===== src/rtl/select_array_scheduler.sv =====
// select_array_scheduler: sequences one TnKK select-array tile pass,
// issuing buffer reads and tagging beats for the accumulator.
module select_array_scheduler #(
  parameter int Tm              = 4,
  parameter int CNT_WIDTH       = 8,
  parameter int FEAT_ADDR_WIDTH = 8,
  parameter int WGT_ADDR_WIDTH  = 12,
  parameter int SET_WIDTH       = 2
) (
  input  logic                       clk,
  input  logic                       rst,
  input  logic                       start,
  input  logic [CNT_WIDTH-1:0]       cfg_in_tiles,
  input  logic [CNT_WIDTH-1:0]       cfg_out_sets,
  input  logic [FEAT_ADDR_WIDTH-1:0] cfg_feat_base,
  input  logic [WGT_ADDR_WIDTH-1:0]  cfg_wgt_base,
  input  logic                       acc_ready,
  input  logic                       array_done,
  output logic                       feat_rd_en,
  output logic [FEAT_ADDR_WIDTH-1:0] feat_rd_addr,
  output logic                       wgt_rd_en,
  output logic [WGT_ADDR_WIDTH-1:0]  wgt_rd_addr,
  output logic                       array_enable,
  output logic                       acc_valid,
  output logic                       acc_first,
  output logic                       acc_last,
  output logic [SET_WIDTH-1:0]       acc_set,
  output logic                       busy,
  output logic                       done,
  output logic                       err_seq
);

  typedef enum logic [1:0] {
    S_IDLE,
    S_RUN,
    S_DRAIN,
    S_DONE
  } state_t;

  typedef struct packed {
    logic                 v;
    logic                 first;
    logic                 last;
    logic [SET_WIDTH-1:0] set;
  } tag_t;

  state_t r_state;
  state_t w_next;

  logic [CNT_WIDTH-1:0]       r_n;
  logic [CNT_WIDTH-1:0]       r_m_sets;
  logic [FEAT_ADDR_WIDTH-1:0] r_feat_base;
  logic [WGT_ADDR_WIDTH-1:0]  r_wgt_base;

  logic [CNT_WIDTH-1:0]       r_t;
  logic [CNT_WIDTH-1:0]       r_m;
  logic [WGT_ADDR_WIDTH-1:0]  r_woff;

  tag_t r_s1;
  tag_t r_s2;
  logic r_err;

  logic w_accept;
  logic w_bad_cfg;
  logic w_issue;
  logic w_t_last;
  logic w_m_last;

  assign w_accept  = (r_state == S_IDLE) && start;
  assign w_bad_cfg = (cfg_in_tiles == '0)
                  || (cfg_out_sets == '0)
                  || (cfg_out_sets > CNT_WIDTH'(Tm));
  assign w_t_last  = (r_t == r_n - CNT_WIDTH'(1));
  assign w_m_last  = (r_m == r_m_sets - CNT_WIDTH'(1));

  // state register
  always_ff @(posedge clk) begin
    if (rst) begin
      r_state <= S_IDLE;
    end else begin
      r_state <= w_next;
    end
  end

  // next-state and control decode
  always_comb begin
    w_next  = r_state;
    busy    = 1'b0;
    done    = 1'b0;
    w_issue = 1'b0;
    unique case (r_state)
      S_IDLE: begin
        if (start) begin
          w_next = w_bad_cfg ? S_DONE : S_RUN;
        end
      end
      S_RUN: begin
        busy    = 1'b1;
        w_issue = acc_ready;
        if (acc_ready && w_t_last && w_m_last) begin
          w_next = S_DRAIN;
        end
      end
      S_DRAIN: begin
        busy = 1'b1;
        // stage 2 empties on this edge once stage 1 is empty
        if (!r_s1.v) begin
          w_next = S_DONE;
        end
      end
      S_DONE: begin
        done   = 1'b1;
        w_next = S_IDLE;
      end
      default: begin
        w_next = S_IDLE;
      end
    endcase
  end

  // latch pass configuration on an accepted start
  always_ff @(posedge clk) begin
    if (rst) begin
      r_n         <= '0;
      r_m_sets    <= '0;
      r_feat_base <= '0;
      r_wgt_base  <= '0;
    end else if (w_accept) begin
      r_n         <= cfg_in_tiles;
      r_m_sets    <= cfg_out_sets;
      r_feat_base <= cfg_feat_base;
      r_wgt_base  <= cfg_wgt_base;
    end
  end

  // tile / set / weight-offset counters advance on each issue
  always_ff @(posedge clk) begin
    if (rst) begin
      r_t    <= '0;
      r_m    <= '0;
      r_woff <= '0;
    end else if (w_accept) begin
      r_t    <= '0;
      r_m    <= '0;
      r_woff <= '0;
    end else if (w_issue) begin
      r_woff <= r_woff + WGT_ADDR_WIDTH'(1);
      if (w_t_last) begin
        r_t <= '0;
        r_m <= r_m + CNT_WIDTH'(1);
      end else begin
        r_t <= r_t + CNT_WIDTH'(1);
      end
    end
  end

  // two-stage tag pipeline: stage 1 = array enable, stage 2 = done
  always_ff @(posedge clk) begin
    if (rst) begin
      r_s1 <= '0;
      r_s2 <= '0;
    end else begin
      r_s1.v     <= w_issue;
      r_s1.first <= w_issue && (r_t == '0);
      r_s1.last  <= w_issue && w_t_last;
      r_s1.set   <= w_issue ? r_m[SET_WIDTH-1:0] : '0;
      r_s2       <= r_s1;
    end
  end

  // sticky sequencing error: array done must track expected tags
  always_ff @(posedge clk) begin
    if (rst) begin
      r_err <= 1'b0;
    end else if (w_accept) begin
      r_err <= 1'b0;
    end else if (array_done != r_s2.v) begin
      r_err <= 1'b1;
    end
  end

  assign feat_rd_en   = w_issue;
  assign wgt_rd_en    = w_issue;
  assign feat_rd_addr = r_feat_base + FEAT_ADDR_WIDTH'(r_t);
  assign wgt_rd_addr  = r_wgt_base + r_woff;
  assign array_enable = r_s1.v;
  assign acc_valid    = r_s2.v;
  assign acc_first    = r_s2.first;
  assign acc_last     = r_s2.last;
  assign acc_set      = r_s2.set;
  assign err_seq      = r_err;

endmodule


===== config.mk =====
export PLATFORM = sky130hd
export DESIGN_NAME = select_array_scheduler
export DESIGN_NICKNAME = d
export VERILOG_FILES = /design/src/rtl/select_array_scheduler.sv
export SDC_FILE = /design/constraint.sdc
export NUM_CORES = 1
export LEC_CHECK = 0
export CORE_MARGIN = 2
export CORE_UTILIZATION = 55
export CTS_BUF_LIST = sky130_fd_sc_hd__clkbuf_8
export DETAILED_ROUTE_END_ITERATION = 10
export GPL_TIMING_DRIVEN = 0
export HOLD_SLACK_MARGIN = 0.05
export PLACE_DENSITY = 0.91
export SKIP_LAST_GASP = 1
export SLEW_MARGIN = 20
export SYNTH_ARGS = -nofsm -noshare
export SYNTH_HDL_FRONTEND = slang
export SYNTH_SLANG_ARGS = --single-unit
export TNS_END_PERCENT = 20

===== constraint.sdc =====
create_clock -name clk -period 3.41 [get_ports clk]
set_input_delay 0.682 -clock clk [delete_from_list [all_inputs] [get_ports clk]]
set_output_delay 0.682 -clock clk [all_outputs]
set_load 0.05 [all_outputs]

Yosys cells after proc, flatten, opt, wreduce, memory -nomap -nowiden
Cells that the tools add are included.

storage, ports and cells
  flip-flop bits (word level) = 77
  bits of input ports = 41

operators by class
  $add $sub $neg = 7
  $lt $le $gt $ge = 1
  eq/ne operators = 9
  muxes and demuxes = 9
  bitwise operators = 1
  reduce and logical (&&, ||, !) cells = 16

operator list
  cell                                                           count
  zero test 8 bit                                                3
  adder 8 x 1 -> 8 bit, second input constant                    2
  equality test 8 bit                                            2
  subtractor 8 x 1 -> 8 bit, second input constant               2
  adder 12 x 1 -> 12 bit, second input constant                  1
  adder 12 bit                                                   1
  adder 8 bit                                                    1
  greater-than comparator 8 x 3 -> 1 bit, second input constant  1
  2-to-1 mux 2 bit                                               4
  2-to-1 mux 8 bit                                               1
  one-hot mux 2 bit (4 select lines)                             1
  inequality test 2 bit, second input constant                   3
  OR reduction 2 bit                                             3
  logical AND 1 bit                                              5
  equality test 2 bit, second input constant                     2
  2-to-1 mux 1 bit                                               3
  AND reduction 3 bit                                            1
  equality test 2 x 1 -> 1 bit, second input constant            1
  zero test 2 bit                                                1
  logical OR 1 bit                                               2
  AND reduction 2 bit                                            1
  inequality test 1 bit                                          1
  NOT 1 bit                                                      1

Logic depth before layout (Yosys ltp)
  word-level depth = 6
  gate-level depth with buffers = 9
  depth with buffers taken out = 9

Least setup slack after synthesis
Ideal clock, no wire load.

  kind = register to output
  start = register r_woff[1]
  end = output wgt_rd_addr[11]
  data arrival time = 2685 ps
  required time = 2728 ps
  path slack = 43 ps
  cell stages (with the launch flop) = 8
  path buffers = 0
  cell sequence = dfxtp_1 -> ha_1 -> a21o_1 -> a21o_1 -> a211oi_1 -> o31ai_1 -> and4_1 -> nor3_1

between the ends
  word-level cells in the longest chain between the ends = 1

RTL lines
  element                 line  source
  from (decl)             57    logic [WGT_ADDR_WIDTH-1:0] r_woff;
  from (signal assigned)  147   r_woff <= r_woff + WGT_ADDR_WIDTH'(1);
  adder 12 bit            185   assign wgt_rd_addr = r_wgt_base + r_woff;
  to (decl)               22    output logic [WGT_ADDR_WIDTH-1:0] wgt_rd_addr,

Every way passes these cells.

Final worst setup path
Ends and elaborated chain as after synthesis.

==> results.ini <==
[finish]
instances_no_fill = 726
diodes = 0
syn_to_final_growth_pct = 25.4
drive_above_1_share = 0.0705
regArea_mm2 = 0.00155
fillers = 595
finish.utilization = 0.708
multiInputGateArea_mm2 = 0.00262
fin_nets = 691

[drt]
num_vias = 4085
vias_per_cell = 5.63
post_drt_wl_per_cell_um = 14.8
drc = 0
drtPass1Iterations = 5
antenna_left = 0
drt_iter0_markers = 195
wirelength_um = 10800

[power_and_ir_drop]
p_leak_nw = 2.18
p_seq_frac = 0.346
switchingPower_w = 0.00119
combPwrFrac = 0.377
p_clk_frac = 0.277
finalPower_w = 0.00316
power.density_mw_per_mm2 = 580
p_int_w = 0.00197
swShare = 0.377
ir_worst_vdd_v = 0.000447

[status]
violations = negative setup slack
run_status = finished, violations left

[synth]
async_reset_ff_frac = 0
synthCells = 536
synth_edf_count = 0
synth_common_cells = 103 x nand2_1, 77 x dfxtp_1, 58 x a21oi_1
synth_area_leaders = dfxtp_1 36%, nand2_1 8.9%, ha_1 8.4%
synth_nets = 608
yosysUniqueCellTypes = 57
syn_area_per_cell_um2 = 8.10
ys_warn_count = 0
netlist.area_leader.share = 0.355
synth_most_common_cell = nand2_1
yosysSeqAreaShare = 0.355
synth_area_mm2 = 0.00434
synth_ff_type = dfxtp_1
synth_area_leader_cell = dfxtp_1
ys_ff_latch = 77

[global_route]
grt_max_degree = 14
antenna_found_initial = 0
grt.overflow.total = 0
grt_pass1_wl_um = 17700
grt_use_total = 0.253
grt_pass1_vias = 4093

[floorplanning]
fp.dieH_um = 92.8
die_w_um = 92.8
initial_core_util = 0.565
io_pins = 72
num_rows = 32
die-area_mm2 = 0.00862
core_mm2 = 0.00769

[sta]
drv_slew = 0
setup_viol = 8
finalSetupTns_ps = -614
slew_headroom = 0.579
rsz0062_at_grt = yes
max_clock_freq_mhz = 279
timing.final.crit_share = 1.05
layout_setup_ws_ps = -179
skew_ps = 10.7
tightest_slew_ps = 626
period_minus_slack_ps = 3590
hold_viol = 0

[clocking]
clock_path_buffers = 2
root_buffer = clkbuf_8
clk_pin_slew_worst_paths_ps = 80
cts_htree_levels = 3
clock_sinks = 77
cts_tree = done
clock_latency_ps = 360
cts_made_buffers = 9
cts_hold_buf = 0

[worst_setup_path]
ff2ff_setup_slack_ps = 820
r2r-start = r_n[0]$_SDFFE_PP0P_
crit_fanout = 5
reg2reg_depth = 9
reg2reg_to = r_t[6]$_SDFFE_PP0P_
cp.arrival_ps = 2910
crit_type = flop to output pin
worstPathRequired_ps = 2730
cp-start-kind = flop
endpoint_kind = output pin

[place]
io_buffer_count = 71
hpwl_um = 8080
routabilityCongestion = 0.846
place_inst = 709
pre_cts_slack_ps = -322

[hold_path]
min_to = acc_set[0]$_SDFF_PP0_
min_path_type = flop to flop
holdPathStages = 1
hold_start = r_s1[0]$_SDFF_PP0_

[job]
maxCapViolCount = 0

-- cell usage in the layout (no fill, tap or decap), drive strengths merged, types with 2 or more instances in the layout --
cell           instances
ha                    29
and3                   2
a211oi                 2
clkbuf                26
or3                    4
nand3                 10
a211o                  2
nand2b                 3
xnor2                 28
nor2                  38
dlygate4sd2            3
bufinv                 3
o31ai                  2
mux2i                  5
fa                     2
nand2                103
or2                    5
dfxtp                 77
nor3                   7
o22ai                  2
nor4                  12
o21ai                 14
xor2                  28
nand4                 13
inv                   23
and2b                  2
and2                   4
buf                   12
o21bai                 5
or4                    2
clkdlybuf4s50         64
a21oi                 58
a21o                   4
nor2b                  7
-- power groups by stage --
stage	clock [W]	sequential (W)	combinational (W)
after floorplan	0	0.00110	0.000834
after global placement	0	0.00110	0.00113
after detailed placement	0	0.00111	0.00118
after CTS	0.000868	0.00109	0.00118
after global routing	0.000919	0.00111	0.00128
final	0.000875	0.00109	0.00119
-- sequential cells by signal, indices dropped and copies added, names as in the netlist --
signal	count
r_wgt_base	12
r_woff	12
r_feat_base	8
r_m	8
r_m_sets	8
r_n	8
r_t	8
r_s1	4
acc_set	2
r_state	2
acc_first	1
acc_last	1
acc_valid	1
array_enable	1
err_seq	1
-- worst max-delay path, cell delays in order, from the launching register on --
cell and delay [ps]:
dfxtp_1 450, ha_1 270, a21o_1 170, a21o_1 210
a211oi_1 320, o31ai_1 190, and4_1 220, nor3_1 160
dlygate4sd2_1 550
-- final cells by class --
type | instances | area share
Multi-Input combinational cell | 413 | 0.481
Sequential cell | 77 | 0.284
Timing Repair Buffer | 72 | 0.130
Clock buffer | 11 | 0.0278
Tap cell | 102 | 0.0235
Clock inverter | 5 | 0.0195
Buffer | 23 | 0.0186
Inverter | 23 | 0.0159
-- worst max path at each step --
stage / startpoint / endpoint / slack, ps / cells after the start
floorplan: r_woff[1]$_SDFFE_PP0P_ / wgt_rd_addr[11] / 40 / 7
global placement: acc_ready / wgt_rd_en / -260 / 6
detailed placement: r_woff[0]$_SDFFE_PP0P_ / wgt_rd_addr[10] / -320 / 10
CTS: r_woff[0]$_SDFFE_PP0P_ / wgt_rd_addr[6] / -210 / 10
global route: r_woff[1]$_SDFFE_PP0P_ / wgt_rd_addr[11] / -330 / 8
finish: r_woff[1]$_SDFFE_PP0P_ / wgt_rd_addr[11] / -180 / 8
-- cell families (layout without fill, tap and decap cells) --
| logic type | count (synthesis) | count (layout) | synth area share |
|---|---|---|---|
| flops | 77 | 77 | 0.355 |
| compound gates | 103 | 103 | 0.142 |
| fa+ha+maj | 31 | 31 | 0.0928 |
| mux | 6 | 6 | 0.0141 |
| buf+inv | 46 | 134 | 0.0429 |
| simple gates | 217 | 217 | 0.240 |
| xor+xnor | 56 | 56 | 0.113 |
-- metrics by stage --
stage	instance area, µm²	hold WS (ps)
3_3_place_gp	5180	420
3_5_place_dp	5180	427
4_1_cts	5430	445
2_1_floorplan	4340	414
6_report	5440	441
5_1_grt	5440	454
-- metal layers --
layer  part of all wire  GRT usage  wire (µm)  vias up
met5                  0          0          0        -
met3              0.051     0.0366        551       31
li1                   -          -          -     2004
met2               0.52      0.469       5600      143
met4              0.022      0.108        232        0
met1               0.41      0.287       4390     1907
-- what timing repair did --
action | in CTS | in global routing
buffers inserted | 0 | 1
gates resized for setup | 16 | 10
hold endpoints to repair | 0 | 0
pin swaps | 0 | 1
setup endpoints to repair | 12 | 14
(Power assumes the default switching activity.)
